--- config.mk ---
export PLATFORM = sky130hd
export DESIGN_NAME = ifetch_refill_flat
export DESIGN_NICKNAME = d
export VERILOG_FILES = /design/src/rtl/ifetch_refill_if.sv /design/src/rtl/ifetch_refill.sv /design/src/flat_wrapper.sv
export SDC_FILE = /design/constraint.sdc
export NUM_CORES = 1
export LEC_CHECK = 0
export ABC_AREA = 1
export CORE_ASPECT_RATIO = 0.7
export CORE_MARGIN = 5
export CORE_UTILIZATION = 41
export DETAILED_ROUTE_END_ITERATION = 10
export GPL_TIMING_DRIVEN = 0
export PLACE_DENSITY_LB_ADDON = 0.08
export SETUP_SLACK_MARGIN = 0.4
export SLEW_MARGIN = 40
export SYNTH_ARGS = -nofsm -noshare
export SYNTH_HDL_FRONTEND = slang
export SYNTH_SLANG_ARGS = --single-unit
export TNS_END_PERCENT = 50
--- constraint.sdc ---
create_clock -name clk -period 2.2 [get_ports clk]
set_input_delay 0.66 -clock clk [delete_from_list [all_inputs] [get_ports clk]]
set_output_delay 0.66 -clock clk [all_outputs]
set_load 0.05 [all_outputs]
--- src/rtl/ifetch_refill_if.sv ---
`default_nettype none
// ============================================================================
// ifetch_refill_if : consumer and backing-memory signals of the refill engine
// Revision: 1.0
// ============================================================================
interface ifetch_refill_if #(
  parameter int AW = 10
);
  logic          Start;
  logic [AW-1:0] Start_Addr;
  logic          Switch;
  logic          Flush;
  logic          Mem_Req;
  logic [AW-1:0] Mem_Addr;
  logic          Mem_Ack;
  logic [31:0]   Mem_Rdata;
  logic          Fill_Valid;
  logic [2:0]    Fill_Index;
  logic [31:0]   Fill_Data;
  logic [AW-1:0] Fill_Base;
  logic          Line_Ready;
  logic          Stall;

  modport master (
    output Start, Start_Addr, Switch, Flush, Mem_Ack, Mem_Rdata,
    input  Mem_Req, Mem_Addr, Fill_Valid, Fill_Index, Fill_Data,
           Fill_Base, Line_Ready, Stall
  );

  modport slave (
    input  Start, Start_Addr, Switch, Flush, Mem_Ack, Mem_Rdata,
    output Mem_Req, Mem_Addr, Fill_Valid, Fill_Index, Fill_Data,
           Fill_Base, Line_Ready, Stall
  );
endinterface
`default_nettype wire

--- src/rtl/ifetch_refill.sv ---
`default_nettype none
// ============================================================================
// ifetch_refill : prefetches the next 8-word line into the inactive half of a
//                 switching instruction cache, with stall on early switch.
// Revision: 1.0
// ============================================================================
module ifetch_refill #(
  parameter int LINE_WORDS = 8,
  parameter int AW         = 10
) (
  input  wire logic         clk,
  input  wire logic         Reset_n,
  ifetch_refill_if.slave    bus
);

  localparam int          c_IDX_W = 3;
  localparam logic [AW-1:0] c_LINE_STEP = AW'(LINE_WORDS);

  typedef enum logic [1:0] {
    S_IDLE  = 2'd0,
    S_FILL  = 2'd1,
    S_READY = 2'd2
  } state_t;

  state_t              r_state;
  logic [AW-1:0]       r_base;
  logic [c_IDX_W-1:0]  r_cnt;
  logic                r_pend;
  logic                r_fv;
  logic [c_IDX_W-1:0]  r_idx;
  logic [31:0]         r_data;
  logic                r_lr;
  logic                r_stall;

  state_t              w_state_nxt;
  logic [AW-1:0]       w_base_nxt;
  logic [c_IDX_W-1:0]  w_cnt_nxt;
  logic                w_pend_nxt;
  logic                w_fv_nxt;
  logic [c_IDX_W-1:0]  w_idx_nxt;
  logic [31:0]         w_data_nxt;
  logic                w_lr_nxt;
  logic                w_stall_nxt;
  logic                w_xfer;
  logic                w_last;
  logic [AW-1:0]       w_word_addr;

  always_comb begin
    w_word_addr = r_base + {{(AW-c_IDX_W){1'b0}}, r_cnt};
    w_xfer      = (r_state == S_FILL) && bus.Mem_Ack;
    w_last      = w_xfer && (r_cnt == 3'd7);

    w_state_nxt = r_state;
    w_base_nxt  = r_base;
    w_cnt_nxt   = r_cnt;
    w_pend_nxt  = r_pend;
    w_fv_nxt    = 1'b0;
    w_idx_nxt   = r_idx;
    w_data_nxt  = r_data;
    w_lr_nxt    = r_lr;
    w_stall_nxt = r_stall;

    if (bus.Flush) begin
      w_state_nxt = S_IDLE;
      w_cnt_nxt   = '0;
      w_pend_nxt  = 1'b0;
      w_lr_nxt    = 1'b0;
      w_stall_nxt = 1'b0;
    end else begin
      case (r_state)
        S_IDLE: begin
          if (bus.Start) begin
            w_base_nxt  = {bus.Start_Addr[AW-1:c_IDX_W], {c_IDX_W{1'b0}}} + c_LINE_STEP;
            w_cnt_nxt   = '0;
            w_state_nxt = S_FILL;
          end
        end
        S_FILL: begin
          if (w_xfer) begin
            w_fv_nxt   = 1'b1;
            w_idx_nxt  = r_cnt;
            w_data_nxt = bus.Mem_Rdata;
            w_cnt_nxt  = r_cnt + 3'd1;
          end
          if (w_last) begin
            // A switch pending (or arriving now) skips READY and starts the next line at once
            if (r_pend || bus.Switch) begin
              w_base_nxt  = r_base + c_LINE_STEP;
              w_cnt_nxt   = '0;
              w_pend_nxt  = 1'b0;
              w_stall_nxt = 1'b0;
            end else begin
              w_state_nxt = S_READY;
              w_lr_nxt    = 1'b1;
            end
          end else if (bus.Switch && !r_pend) begin
            w_pend_nxt  = 1'b1;
            w_stall_nxt = 1'b1;
          end
        end
        S_READY: begin
          if (bus.Switch) begin
            w_lr_nxt    = 1'b0;
            w_base_nxt  = r_base + c_LINE_STEP;
            w_cnt_nxt   = '0;
            w_state_nxt = S_FILL;
          end
        end
        default: begin
          w_state_nxt = S_IDLE;
        end
      endcase
    end
  end

  always_ff @(posedge clk) begin
    if (!Reset_n) begin
      r_state <= S_IDLE;
      r_base  <= '0;
      r_cnt   <= '0;
      r_pend  <= 1'b0;
      r_fv    <= 1'b0;
      r_idx   <= '0;
      r_data  <= '0;
      r_lr    <= 1'b0;
      r_stall <= 1'b0;
    end else begin
      r_state <= w_state_nxt;
      r_base  <= w_base_nxt;
      r_cnt   <= w_cnt_nxt;
      r_pend  <= w_pend_nxt;
      r_fv    <= w_fv_nxt;
      r_idx   <= w_idx_nxt;
      r_data  <= w_data_nxt;
      r_lr    <= w_lr_nxt;
      r_stall <= w_stall_nxt;
    end
  end

  // Address is forced to zero outside FILL so an idle bus carries no stale address
  assign bus.Mem_Req    = (r_state == S_FILL);
  assign bus.Mem_Addr   = (r_state == S_FILL) ? w_word_addr : '0;
  assign bus.Fill_Valid = r_fv;
  assign bus.Fill_Index = r_idx;
  assign bus.Fill_Data  = r_data;
  assign bus.Fill_Base  = r_base;
  assign bus.Line_Ready = r_lr;
  assign bus.Stall      = r_stall;

endmodule
`default_nettype wire

--- src/flat_wrapper.sv ---
// flat-port wrapper written by rule: the top's interface ports become plain ports
module ifetch_refill_flat 
#(
  parameter int LINE_WORDS = 8,
  parameter int AW         = 10
)
  (clk, Reset_n, bus_Start, bus_Start_Addr, bus_Switch, bus_Flush, bus_Mem_Ack, bus_Mem_Rdata, bus_Mem_Req, bus_Mem_Addr, bus_Fill_Valid, bus_Fill_Index, bus_Fill_Data, bus_Fill_Base, bus_Line_Ready, bus_Stall);
  ifetch_refill_if #(.AW(AW)) bus_i ();
  input  wire logic clk;
  input  wire logic Reset_n;
  input wire logic [$bits(bus_i.Start)-1:0] bus_Start;
  input wire logic [$bits(bus_i.Start_Addr)-1:0] bus_Start_Addr;
  input wire logic [$bits(bus_i.Switch)-1:0] bus_Switch;
  input wire logic [$bits(bus_i.Flush)-1:0] bus_Flush;
  input wire logic [$bits(bus_i.Mem_Ack)-1:0] bus_Mem_Ack;
  input wire logic [$bits(bus_i.Mem_Rdata)-1:0] bus_Mem_Rdata;
  output wire logic [$bits(bus_i.Mem_Req)-1:0] bus_Mem_Req;
  output wire logic [$bits(bus_i.Mem_Addr)-1:0] bus_Mem_Addr;
  output wire logic [$bits(bus_i.Fill_Valid)-1:0] bus_Fill_Valid;
  output wire logic [$bits(bus_i.Fill_Index)-1:0] bus_Fill_Index;
  output wire logic [$bits(bus_i.Fill_Data)-1:0] bus_Fill_Data;
  output wire logic [$bits(bus_i.Fill_Base)-1:0] bus_Fill_Base;
  output wire logic [$bits(bus_i.Line_Ready)-1:0] bus_Line_Ready;
  output wire logic [$bits(bus_i.Stall)-1:0] bus_Stall;
  assign bus_i.Start = bus_Start;
  assign bus_i.Start_Addr = bus_Start_Addr;
  assign bus_i.Switch = bus_Switch;
  assign bus_i.Flush = bus_Flush;
  assign bus_i.Mem_Ack = bus_Mem_Ack;
  assign bus_i.Mem_Rdata = bus_Mem_Rdata;
  assign bus_Mem_Req = bus_i.Mem_Req;
  assign bus_Mem_Addr = bus_i.Mem_Addr;
  assign bus_Fill_Valid = bus_i.Fill_Valid;
  assign bus_Fill_Index = bus_i.Fill_Index;
  assign bus_Fill_Data = bus_i.Fill_Data;
  assign bus_Fill_Base = bus_i.Fill_Base;
  assign bus_Line_Ready = bus_i.Line_Ready;
  assign bus_Stall = bus_i.Stall;
  ifetch_refill #(.LINE_WORDS(LINE_WORDS), .AW(AW)) u_core (.clk(clk), .Reset_n(Reset_n), .bus(bus_i));
endmodule
Word-level counts from Yosys, hierarchy flattened
Cells that the tools add are included.

Output and inout port bits: 59. Register bits after elaboration: 53. Word-level logic and storage cells: 66. Input port bits: 48.

Bitwise operators: 3. Reductions and logical operators: 17. Multiplexer cells: 25. Eq/ne operators: 9. Add/sub/neg operators: 4.

Operator list (count): two-way mux 10 bit (5); one-hot mux 10 bit (3 select lines) (1); adder 10 x 4 -> 10 bit (second input constant) (2); two-way mux 3 bit (5); adder 10 x 3 -> 10 bit (1); one-hot mux 3 bit (3 select lines) (1); AND reduction 3 bit (3); two-way mux 2 bit (4); inequality test 2 bit (second input constant) (4); AND reduction 4 bit (2); two-way mux 1 bit (7); one-hot mux 2 bit (3 select lines) (1); AND reduction 6 bit (1); inequality test 2 x 1 -> 1 bit (second input constant) (2); nonzero test 2 bit (2); adder 3 x 1 -> 3 bit (second input constant) (1); equality test 3 bit (second input constant) (1); logical AND 1 bit (3); inverter 1 bit (3); nonzero test 3 bit (1); OR reduction 3 bit (1); equality test 2 x 1 -> 1 bit (second input constant) (1); equality test 2 bit (second input constant) (1); zero test 2 bit (1); 4 further kinds (4).

Logic depth before layout (Yosys ltp)
Depth after elaboration: 6. Depth in mapped cells: 14.

Worst setup path before layout
Ideal clock, no wire load.

Path type: reg-to-output. Start: register u_core.r_state[1]. End: output bus_Mem_Addr[6]. Arrival: 1.338 ns. Path buffers: 1. Cell stages (with the launch flop): 6. Path slack: 0.202 ns. Cell sequence: dfxtp_1 > inv_1 > ha_1 > clkbuf_1 > nand2_1 > inv_1.

Word-level cells in the longest chain between the ends: 2.

RTL lines: start, declared (line ifetch_refill.sv:25) `state_t r_state;`; start signal, assigned (line ifetch_refill.sv:128) `r_state <= w_state_nxt;`; equality test 2 x 1 -> 1 bit (line ifetch_refill.sv:142) `assign bus.Mem_Addr = (r_state == S_FILL) ? w_word_addr : '0;`; two-way mux 10 bit (line ifetch_refill.sv:142); end, declared (line flat_wrapper.sv:18) `output wire logic [$bits(bus_i.Mem_Addr)-1:0] bus_Mem_Addr;`.

No other way between the ends.

Worst setup path after layout
Start: register u_core.r_state[1]. End: output bus_Mem_Addr[5].

The elaborated chain is that of the path after synthesis.

==> impl_metrics.py <==
metrics = {
    "cts": {
        "cts_buffers": 5,
        "clk_path_buf_depth": 2,
        "htree_levels": 2,
        "clkSinkCount": 50,
        "cts_tree": "done",
        "clkTransAtPathRegs_ps": 90,
        "insertion_delay_ps": 300,
        "clockRootBuffer": "clkbuf_8",
    },
    "timing": {
        "maxSlewHeadroom": 0.6630,
        "setup_violations": 0,
        "hold_viol_final": 0,
        "worst_slew_pin_slew_ps": 507.5,
        "worst_slack_ps": 171.9,
        "post-route-period-util": 0.9219,
        "max_freq_mhz": 493.1,
        "rsz0062_at_grt": "true",
        "drv_slew": 0,
        "period_needed_ps": 2028,
        "clock-skew-final_ps": 4.153,
    },
    "worst_setup_path": {
        "critPathSlowestCell": "dfxtp_2",
        "path_cells": "inv_4, ha_4, clkbuf_16, nand2_4, clkinvlp_4, buf_8",
        "worstPathRequired_ps": 1540,
        "endpoint_kind": "output pin",
        "cp_slowest_stage_delay_ps": 360,
        "start_kind": "register",
        "crit_path_max_fanout": 5,
        "critPathBufInv": 4,
        "arrival_ps": 1370,
        "path_class": "register to output pin",
        "crit_family": "buffers and inverters",
    },
    "yosys": {
        "yosys_warnings": 0,
        "synth.top_cells.by_area": "dfxtp_1 (44%), nor2_1 (14%), o21ai_0 (9.3%)",
        "synthDominantCellAreaShare": 0.4408,
        "ys_ff_latch": 50,
        "syn-instance-count": 326,
        "synth_top_area_cell": "dfxtp_1",
        "ys_types": 24,
        "seq_area_frac_synth": 0.4408,
        "syn_avg_cell_area_sq_um": 6.966,
        "synth_area_sq_um": 2271,
    },
    "route": {
        "vias_per_cell": 4.742,
        "wl_per_cell_um": 13.57,
        "drtIter0Drc": 99,
        "drt-total-wl_um": 6989,
        "num_vias": 2442,
        "dr.pass1.iters": 4,
        "drcViolationCount": 0,
        "ant_nets": 0,
    },
    "floorplanning": {
        "num_rows": 22,
        "io_pins": 107,
        "die_h_um": 72.27,
        "die_w_um": 98.96,
        "coreArea_sq_um": 5313,
        "initial_core_util": 0.4275,
        "die-area_sq_um": 7151,
    },
    "finish": {
        "stdcell_count": 515,
        "nets": 498,
        "drive_gt1_frac": 0.2438,
        "final_common_cell": "nor2_1",
        "final_area_sq_um": 3772,
        "final_cell_mix": "nor2_1 (81), dfxtp_1 (48), o21ai_0 (42), clkdlybuf4s50_1 (42), nand2_1 (31)",
        "synthToLayoutAreaGrowth_pct": 66.12,
        "antenna_cells": 0,
    },
    "global_route": {
        "gr-usage-all-layers": 0.1910,
        "grt_pass1_vias": 2307,
        "grt_remaining_overflow": 0,
        "grt_pass1_wl_um": 11090,
        "antenna_found_initial": 0,
        "grt_max_degree": 16,
    },
    "placed_design": {
        "dp_worst_setup_slack_ps": -360.9,
        "place_inst": 500,
        "gp_congestion": 0.8913,
        "place_hpwl_um": 5071,
        "place_area_sq_um": 3413,
        "portBuffers": 100,
    },
    "power": {
        "p_per_area_nw_per_um2": 574.0,
        "vdd_drop_max_mv": 0.3674,
        "p_total_w": 0.002165,
        "leakagePower_nw": 1.825,
    },
    "hold_path": {
        "worstHoldPathType": "register to register",
    },
    "status": {
        "status": "finished, final reports clean",
    },
    "job": {
        "drv_cap": 0,
    },
}
[logic make-up (layout without fill, tap and decap cells)]
group                      count (synthesis)  after routing  synth area share
DFF                                       50             50            0.4408
and+or+nand+nor                          144            144            0.2545
xor gates and xnor gates                   1              1          0.003857
adders and majority gates                  8              8           0.04408
buffers and inverters                     54            169            0.1003
other                                      1              3          0.001651
AOI/OAI and AO/OA                         68             68            0.1548
[metrics by stage]
| step | hold slack (ps) | setup TNS (ps) | util |
|---|---|---|---|
| floorplan | 461.0 | 0 | - |
| global placement | 470.9 | -3392 | 0.6425 |
| detailed placement | 465.7 | -3517 | 0.6425 |
| CTS | 480.7 | 0 | 0.6905 |
| global route | 514.1 | 0 | 0.7101 |
| finish | 478.1 | 0 | 0.7101 |
[worst paths after layout]
| check | startpoint | to | slack (ps) | cells past startpoint |
|---|---|---|---|---|
| max reg2reg | u_core.r_state[0]$_SDFFE_PP0P_ | u_core.bus.Fill_Base[9]$_SDFFE_PN0P_ | 440 | 14 |
| min | u_core.bus.Line_Ready$_SDFFE_PP0P_ | u_core.bus.Line_Ready$_SDFFE_PP0P_ | 480 | 2 |
| min reg2reg | u_core.bus.Line_Ready$_SDFFE_PP0P_ | u_core.bus.Line_Ready$_SDFFE_PP0P_ | 480 | 2 |
| max | u_core.r_state[1]$_SDFFE_PP0P_ | bus_Mem_Addr[5] | 170 | 6 |
[registers in the layout, indices dropped and copies added (netlist names)]
| signal | flops |
|---|---|
| u_core.bus.Line_Ready | 1 |
| u_core.bus.Fill_Data | 32 |
| u_core.bus.Fill_Valid | 1 |
| u_core.r_cnt | 3 |
| u_core.bus.Fill_Index | 3 |
| u_core.r_state | 2 |
| u_core.bus.Stall | 1 |
| u_core.bus.Fill_Base | 7 |
[cell usage after synthesis]
library cell  number
or2_2              1
nor3_1             2
o21ai_1            7
o21ai_2            1
inv_1             37
nand2_1           45
conb_1             1
a21boi_0           1
nor2_2             3
a21oi_1           15
buf_2              5
nor2_4             1
clkbuf_1           6
inv_2              1
o21ai_0           42
buf_4              5
nor2_1            82
nand3_2            1
xor2_1             1
nand3_1            9
a211oi_1           1
o31ai_1            1
ha_1               8
dfxtp_1           50
[tightest hold or removal path: cells and delay by family (launching register included)]
kind | cells | cell delay, ps
AOI/OAI and AO/OA | 2 | 120
DFF | 1 | 320
[area by class of cell]
cell class | instances | area (sq um)
fillers | 453 | 1540
multi-input cells | 224 | 1192
repair buffers | 107 | 1090
flip-flops and latches | 50 | 1006
inverters | 38 | 185.2
plain buffers | 16 | 113.9
well taps | 72 | 90.09
clock buffers | 6 | 82.58
clock inverters | 2 | 12.51
[report_power, final]
group	switching, W	internal [W]	total (W)	leakage, nW
registers	0.0000373	0.000945	0.000982	0.407
logic	0.000382	0.000240	0.000622	1.37
clock network	0.000308	0.000253	0.000562	0.0472
[routing by layer]
layer / track usage / share of wire / wire [um] / vias to the layer above
met1: 0.2647 / 0.47 / 3289 / 1094
met4: 0.03788 / 0.0070 / 49 / 0
met2: 0.2984 / 0.45 / 3113 / 86
met5: 0 / 0 / 0 / -
li1: - / - / - / 1258
met3: 0.05572 / 0.077 / 536 / 4
[repair_timing]
action | 4_1_cts | 5_1_grt
hold buffers | 0 | 0
buffers inserted | 3 | 3
pin swaps | 4 | 6
gates resized for setup | 201 | 36
gates cloned | 1 | 0
setup endpoints to repair | 69 | 80
No activity file was read; power rests on OpenSTA's default activity.
